[src/rtl/data_memory_hs.sv]
// rtl/data_memory_hs.sv - handshaked data memory with byte strobes, read latency and clear
//
// Purpose: single-outstanding-request data memory. Each accepted request gets one
// response after a fixed latency: read data, or a zero-data write acknowledge.
// Out-of-range addresses get resp_err=1 and never touch the array.
//
// Ports:
//   clk         clock, rising edge
//   rst_n       asynchronous active-low reset
//   req_valid   request present
//   req_ready   block can accept a request (IDLE only, low while in reset)
//   req_write   1 = write, 0 = read
//   req_addr    word address
//   req_wdata   write data
//   req_wstrb   byte enables, bit i covers wdata[8i+7:8i]
//   resp_valid  response present
//   resp_ready  consumer accepts the response
//   resp_rdata  read data, 0 for writes and errors
//   resp_err    address was >= DEPTH

module data_memory_hs #(
  parameter int WORDSIZE       = 64,
  parameter int DEPTH          = 32,
  parameter int ADDR_W         = 5,
  parameter int READ_LATENCY   = 1,
  parameter bit CLEAR_ON_RESET = 1'b1
) (
  input  logic                  clk,
  input  logic                  rst_n,
  input  logic                  req_valid,
  output logic                  req_ready,
  input  logic                  req_write,
  input  logic [ADDR_W-1:0]     req_addr,
  input  logic [WORDSIZE-1:0]   req_wdata,
  input  logic [WORDSIZE/8-1:0] req_wstrb,
  output logic                  resp_valid,
  input  logic                  resp_ready,
  output logic [WORDSIZE-1:0]   resp_rdata,
  output logic                  resp_err
);

  localparam int                NBYTES    = WORDSIZE / 8;
  localparam logic [ADDR_W-1:0] LAST_ADDR = ADDR_W'(DEPTH - 1);
  localparam logic [31:0]       DEPTH_U   = 32'(DEPTH);
  localparam logic [1:0]        WAIT_INIT = 2'(READ_LATENCY - 1);

  typedef enum logic [1:0] {S_CLEAR, S_IDLE, S_WAIT, S_RESP} state_t;

  localparam state_t RESET_STATE = CLEAR_ON_RESET ? S_CLEAR : S_IDLE;

  state_t              state, state_nxt;
  logic [ADDR_W-1:0]   clr_ptr, clr_ptr_nxt;
  logic [1:0]          cnt, cnt_nxt;
  logic [WORDSIZE-1:0] rdata_q, rdata_nxt;
  logic                err_q, err_nxt;
  logic                accept;
  logic                addr_err;

  logic [WORDSIZE-1:0] mem [DEPTH];

  // rst_n is folded in so that a CLEAR_ON_RESET=0 build does not advertise
  // readiness while reset is still asserted.
  assign req_ready  = rst_n && (state == S_IDLE);
  assign accept     = req_valid && req_ready;
  assign addr_err   = 32'(req_addr) >= DEPTH_U;

  assign resp_valid = (state == S_RESP);
  assign resp_rdata = rdata_q;
  assign resp_err   = err_q;

  always_ff @(posedge clk or negedge rst_n) begin
    if (!rst_n) begin
      state   <= RESET_STATE;
      clr_ptr <= '0;
      cnt     <= '0;
      rdata_q <= '0;
      err_q   <= 1'b0;
    end else begin
      state   <= state_nxt;
      clr_ptr <= clr_ptr_nxt;
      cnt     <= cnt_nxt;
      rdata_q <= rdata_nxt;
      err_q   <= err_nxt;
    end
  end

  // cnt holds the number of WAIT cycles still to spend after the current one;
  // RESP is entered on the edge where it is already zero.
  always_comb begin
    state_nxt   = state;
    clr_ptr_nxt = clr_ptr;
    cnt_nxt     = cnt;
    rdata_nxt   = rdata_q;
    err_nxt     = err_q;
    case (state)
      S_CLEAR: begin
        clr_ptr_nxt = clr_ptr + 1'b1;
        if (clr_ptr == LAST_ADDR) begin
          clr_ptr_nxt = '0;
          state_nxt   = S_IDLE;
        end
      end
      S_IDLE: begin
        if (accept) begin
          err_nxt   = addr_err;
          rdata_nxt = (!req_write && !addr_err) ? mem[req_addr] : '0;
          if (READ_LATENCY == 1) begin
            state_nxt = S_RESP;
          end else begin
            state_nxt = S_WAIT;
            cnt_nxt   = WAIT_INIT;
          end
        end
      end
      S_WAIT: begin
        if (cnt == 2'd0) begin
          state_nxt = S_RESP;
        end else begin
          cnt_nxt = cnt - 1'b1;
        end
      end
      S_RESP: begin
        if (resp_ready) begin
          state_nxt = S_IDLE;
          rdata_nxt = '0;
          err_nxt   = 1'b0;
        end
      end
      default: state_nxt = RESET_STATE;
    endcase
  end

  // Array has no reset; the clear sweep is the only way it gets zeroed.
  always_ff @(posedge clk) begin
    if (rst_n && (state == S_CLEAR)) begin
      mem[clr_ptr] <= '0;
    end else if (accept && req_write && !addr_err) begin
      for (int i = 0; i < NBYTES; i++) begin
        if (req_wstrb[i]) begin
          mem[req_addr][8*i +: 8] <= req_wdata[8*i +: 8];
        end
      end
    end
  end

endmodule

[config.mk]
export PLATFORM = sky130hd
export DESIGN_NAME = data_memory_hs
export DESIGN_NICKNAME = d
export VERILOG_FILES = /design/src/rtl/data_memory_hs.sv
export SDC_FILE = /design/constraint.sdc
export NUM_CORES = 2
export LEC_CHECK = 0
export BUFFER_PORTS_ARGS = -buffer_cell sky130_fd_sc_hd__clkbuf_2
export CAP_MARGIN = 20
export CORE_MARGIN = 4
export CORE_UTILIZATION = 24
export DETAILED_ROUTE_END_ITERATION = 8
export GPL_TIMING_DRIVEN = 0
export PLACE_DENSITY = 0.49
export SETUP_SLACK_MARGIN = 0.02
export SYNTH_ARGS = -nofsm -noshare
export SYNTH_HDL_FRONTEND = slang
export SYNTH_SLANG_ARGS = --single-unit
[constraint.sdc]
create_clock -name clk -period 3.3 [get_ports clk]
set_clock_uncertainty 0.2 [all_clocks]
set_input_delay 0.33 -clock clk [delete_from_list [all_inputs] [get_ports clk]]
set_output_delay 0.33 -clock clk [all_outputs]
set_load 0.01 [all_outputs]
## Yosys cells after proc, flatten, opt, wreduce, memory -nomap -nowiden

Memory sizes are Yosys's and may differ from the RTL's.
Index checks and enable logic that the tools add are counted.

- Memories: 1
- Input bits: 82
- Memory bits (writable): 2,048
- Output and inout bits: 67
- Register bits: 74
- Word-level logic and storage cells: 78

Memories:

| name | words | bits a word | read ports | clocked after memory_dff | wr ports | RTL line | source |
|---|---|---|---|---|---|---|---|
| mem | 32 | 64 | 1 | 0 | 1 | 59 | `logic [WORDSIZE-1:0] mem [DEPTH];` |

- Reduce and logical (&&, ||, !) cells: 11
- Equal/unequal tests: 8
- Add/subtract/negate cells: 2
- Bitwise operators: 1
- Mux-type cells: 50

Operators by type and width:

| operator | number |
|---|---|
| $mux W64 | 4 |
| $pmux W64 S2 | 1 |
| $reduce_or A64 Y1 | 1 |
| $mux W1 | 36 |
| $mux W5 | 2 |
| $mux W2 | 4 |
| $mux W8 | 1 |
| $pmux W2 S4 | 1 |
| $ne A2 B2 Y1 const B | 3 |
| $add A5 B1 Y5 const B | 1 |
| $eq A5 B5 Y1 const B | 1 |
| $eq A2 B2 Y1 const B | 2 |
| $logic_and A1 B1 Y1 | 4 |
| $logic_not A2 Y1 | 2 |
| $reduce_and A4 Y1 | 1 |
| $reduce_and A3 Y1 | 1 |
| $eq A2 B1 Y1 const B | 1 |
| $ne A2 B1 Y1 const B | 1 |
| $pmux W1 S2 | 1 |
| $reduce_and A2 Y1 | 1 |
| $reduce_bool A2 Y1 | 1 |
| $sub A2 B1 Y2 const B | 1 |
| $not A1 Y1 | 1 |

## Logic depth before layout (Yosys ltp)

- Depth after elaboration: 9
- Depth in mapped cells: 9
- Gate-level depth less buffers: 7

## Worst setup path after synthesis

No wires, ideal clock.

- Path type: register to register
- Start: register state[1]
- End: memory mem[3][48], enable pin
- Period minus slack after synthesis: 3,185 ps
- Setup slack: 115 ps
- Setup time: 370 ps
- Arrival: 2,614 ps
- Stages on the path, launching flop included: 9
- Path buffers: 1
- Data required time: 2,730 ps
- Cell sequence: dfrtp_1 > inv_1 > ha_1 > nand3_1 > a2111oi_4 > buf_8 > mux2i_1 > nand2_1 > nor2_1

- Cells in the longest elaborated chain, start to end: 9
- Elaborated cells on any way between the ends: 35
- Those cells by class: 1 x eq/ne; 28 x mux; 6 x reduce/logical

RTL lines:

| item | RTL line | source |
|---|---|---|
| from (decl) | 51 | `state_t state, state_nxt;` |
| from (signal assigned) | 79 | `state <= state_nxt;` |
| $eq A2 B1 Y1 | 63 | `assign req_ready = rst_n && (state == S_IDLE);` |
| $logic_and A1 B1 Y1 | 63 |  |
| $logic_and A1 B1 Y1 | 64 | `assign accept = req_valid && req_ready;` |
| $logic_and A1 B1 Y1 | 137 | `end else if (accept && req_write && !addr_err) begin` |
| $mux W1 | 137 |  |
| $mux W1 | 135 | `if (rst_n && (state == S_CLEAR)) begin` |
| $mux W1 (not written as such) | 140 | `mem[req_addr][8*i +: 8] <= req_wdata[8*i +: 8];` |
| $reduce_or A64 Y1 (no line) | -- |  |
| $mux W5 (no line) or $mux W8 (tied branches) | -- |  |
| to (decl) | 59 |  |

Several ways; a longest one is shown, not always the timed one.

## Worst setup path after layout

- Start: input req_addr[1]
- End: register rdata_q[18] (netlist: resp_rdata[18])

- Cells in the longest elaborated chain, start to end: 4

RTL lines:

| item | RTL line | source |
|---|---|---|
| from (decl) | 33 | `input logic [ADDR_W-1:0] req_addr,` |
| $mem_v2 Z32 W64 | -- |  |
| $mux W64 | 106 | `rdata_nxt = (!req_write && !addr_err) ? mem[req_addr] : '0;` |
| $mux W64 | 104 | `if (accept) begin` |
| $pmux W64 S2 | 95 | `case (state)` |
| to (signal assigned) | 82 | `rdata_q <= rdata_nxt;` |
| to (decl) | 54 | `logic [WORDSIZE-1:0] rdata_q, rdata_nxt;` |

No other way between the ends. The select of a mux whose other input is x is not followed.
A chain may end at the register's enable or synchronous reset.

==> out/metrics.json <==
{
  "die": {
    "core_um2": 346500,
    "design.die.area_um2": 357700,
    "std_cell_rows": 216,
    "die-width_um": 598.1,
    "initial_core_util": 0.2412,
    "num_io_pins": 149,
    "dieHeight_um": 598.1
  },
  "worst_setup_path": {
    "end_kind": "register",
    "critPathKind": "in2reg",
    "r2r_setup_slack_ps": 40,
    "startpoint": "req_addr[1]",
    "critical_path_arrival_ps": 3920,
    "cp_data_required_time_ps": 3840,
    "regToRegEndpoint": "mem[8][4]",
    "worstPathMaxFanout": 10,
    "critical_path.reg2reg.startpoint": "state[1]",
    "worst_setup_path_start_kind": "input pin",
    "r2r_cell_count": 11,
    "critPathCapture": "resp_rdata[18]"
  },
  "clock_tree": {
    "clock_sinks": 2121,
    "cts.root.buffer_cell": "clkbuf_16",
    "clock_tree.htree_level_count": 4,
    "path_clk_slew_ps": 60,
    "cts_made_buffers": 224,
    "tritoncts": "done",
    "clock_tree.buffer_depth": 3,
    "clk-insertion-delay-late_ps": 870
  },
  "grt": {
    "grt_pass1_wl_um": 396400,
    "overall_fraction_of_global_route_tracks_in_use": 0.1606,
    "grt.overflow.total": 0,
    "grt_pass1_vias": 46570,
    "grt_start_max_net_pins": 74,
    "grt_antenna_before_repair": 27
  },
  "sta": {
    "final_hold_viol_count": 0,
    "grt_setup_unrepaired": "true",
    "setup-violations-final": 2,
    "maxClockFrequency_mhz": 296.0,
    "setup_slack_ps": -77.95,
    "timing.slew.headroom": 0.1719,
    "final_period_minus_worst_setup_slack_ps": 3378,
    "period_share": 1.024,
    "worst_slew_pin_tran_ps": 1242,
    "drv_slew": 0
  },
  "route": {
    "postRouteAntennaNets": 0,
    "post-route-drc-count": 0,
    "initial_detailed_routing_violation_count": 5361,
    "route.final.wire_length_um": 297600,
    "detail_route.wl_per_cell_um": 29.46,
    "route.vias.total": 47750,
    "firstDrtPassIters": 6,
    "drt-vias-per-instance": 4.726
  },
  "pwr": {
    "power_switching_share": 0.2397,
    "sequentialPowerShare": 0.501,
    "ir_drop_uv": 528.5,
    "switch_pwr_mw": 14.37,
    "power_leakage_nw": 31.65,
    "total_power_mw": 59.97,
    "clockPowerShare": 0.418,
    "power_frac_comb": 0.081,
    "powerDensity_nw_per_um2": 561.3,
    "cellInternalPower_mw": 45.59
  },
  "synth": {
    "ys_ff_latch": 2121,
    "ys_types": 46,
    "synth_top_cells_by_area": "edfxtp_1, mux2i_1, mux4_2",
    "synth_top_cell_area_share": 0.7360,
    "synth_top_cell_by_area": "edfxtp_1",
    "synth_warnings": 0,
    "syn_nets": 4626,
    "avgSynthCellArea_um2": 18.42,
    "netlist_area_um2": 83560,
    "synth-seq-area-share": 0.7578,
    "netlist_instances": 4537
  },
  "layout": {
    "layout.filler_cells": 33530,
    "area_growth_pct": 27.86,
    "nets": 5413,
    "multi_input_area_um2": 21240,
    "leading_cell_types_in_the_layout_fill_and_taps_excluded": "edfxtp_1, mux2i_1, nor2_4, clkbuf_16, mux4_2",
    "post_route_cells_drive_above_1_share": 0.3127,
    "final_common_cell": "edfxtp_1",
    "register_area_um2": 63330,
    "postLayoutCoreUtil": 0.3084
  },
  "place": {
    "dp_hpwl_um": 207200,
    "placement.io_buffers": 144,
    "gp_congestion": 0.8564
  },
  "run": {
    "drv_cap": 0
  },
  "worst_hold_path": {
    "worstHoldPathType": "in2async"
  },
  "outcome": {
    "result_of_the_run": "finished with violations",
    "violations_in_the_final_reports": "setup timing"
  }
}
-- per-layer routing --
layer	track usage	vias up	wire [um]
met2	0.2606	2103	140500
met1	0.2104	25290	119800
met5	0	-	25
li1	-	19840	-
met4	0.06361	4	13580
met3	0.03261	516	23670
-- power by group through the flow --
| stage | clock network [mW] | logic (mW) | registers [mW] |
|---|---|---|---|
| 5_1_grt | 26.6 | 5.02 | 30.1 |
| 2_1_floorplan | 0 | 1.84 | 30.5 |
| 4_1_cts | 25.4 | 4.75 | 30.1 |
| 3_3_place_gp | 0 | 4.20 | 30.6 |
| 6_report | 25.1 | 4.83 | 30.1 |
| 3_5_place_dp | 0 | 4.50 | 30.6 |
-- registers in the layout, summed over array words and instances (netlist names) --
signal / count
cnt: 2
mem: 2048
resp_rdata: 64
clr_ptr: 5
state: 2
-- worst min path at each step --
stage | to | slack [ps] | cells past startpoint
after detailed placement | state[1] | 250 | 2
after CTS | state[1] | 50 | 4
after global routing | state[1] | 80 | 4
final | state[1] | 30 | 4
after floorplan | clr_ptr[0] | -170 | 0
after global placement | resp_rdata[23] | 260 | 2
-- kinds of logic after synthesis --
family                     Yosys count  share of synthesized area
and+or+nand+nor                    757                    0.04140
muxes                              888                     0.1417
adders and majority gates            7                   0.001048
buffers and inverters              278                    0.01816
DFF                               2121                     0.7578
other                                1                 0.00004488
AOI/OAI and AO/OA                  484                    0.03975
xor gates and xnor gates             1                  0.0001048
-- metrics by stage --
step / setup slack, ps / TNS (ps) / instance area (um2) / std cells / hold WS [ps]
after global routing: -28.84 / -738.9 / 106800 / 10100 / 76.91
final: -77.95 / -137.6 / 106800 / 10100 / 28.80
after floorplan: 115.4 / 0 / 83560 / 4537 / -165.6
after detailed placement: -2494 / -7721480 / 91810 / 9349 / 249.8
after global placement: -6220 / - / 90010 / 9259 / 262.1
after CTS: -303.0 / -149220 / 103500 / 9928 / 47.87
-- worst max-delay path, cell delays in order --
cell	delay, ps
clkbuf_2	220
clkbuf_4	440
nor2b_1	180
clkbuf_1	760
clkbuf_1	850
a22oi_1	220
o21ai_0	230
o221ai_1	340
a22o_1	300
-- cells in the mapped netlist, drive strengths merged --
cell     number
nor2        335
a311oi       55
a211oi       24
o21ai        22
nor3         93
dfrtp        73
a22o          9
mux2i       539
inv           4
nor4          6
ha            7
nor2b        66
nand3         2
mux2        133
nand2b       14
o221ai        8
clkbuf      122
clkinv        1
nand2       168
xnor2         1
o41ai        56
edfxtp     2048
a22oi        40
and2         66
and3          4
o22ai       189
a21oi        80
buf         151
mux4        216
conb          1
or2           3
a2111oi       1
-- cell type report --
cell class                      count  share of cell area
Inverter                            5           0.0001757
Clock inverter                    139             0.01186
Antenna cell                        7           0.0001639
Timing Repair Buffer              561             0.06969
Multi-Input combinational cell   2139              0.1988
Buffer                            272             0.01677
Sequential cell                  2121              0.5927
Tap cell                         4578             0.05361
Clock buffer                      280             0.05625
-- timing repair --
action | CTS | global route
buffers inserted | 89 | 161
endpoints found under the hold margin | 1653 | 0
cloned | 1 | 5
hold buffers | 70 | 0
pin swaps | 63 | 136
gates resized for setup | 667 | 127
setup endpoints to repair | 4147 | 3474
(Power assumes the default switching activity.)
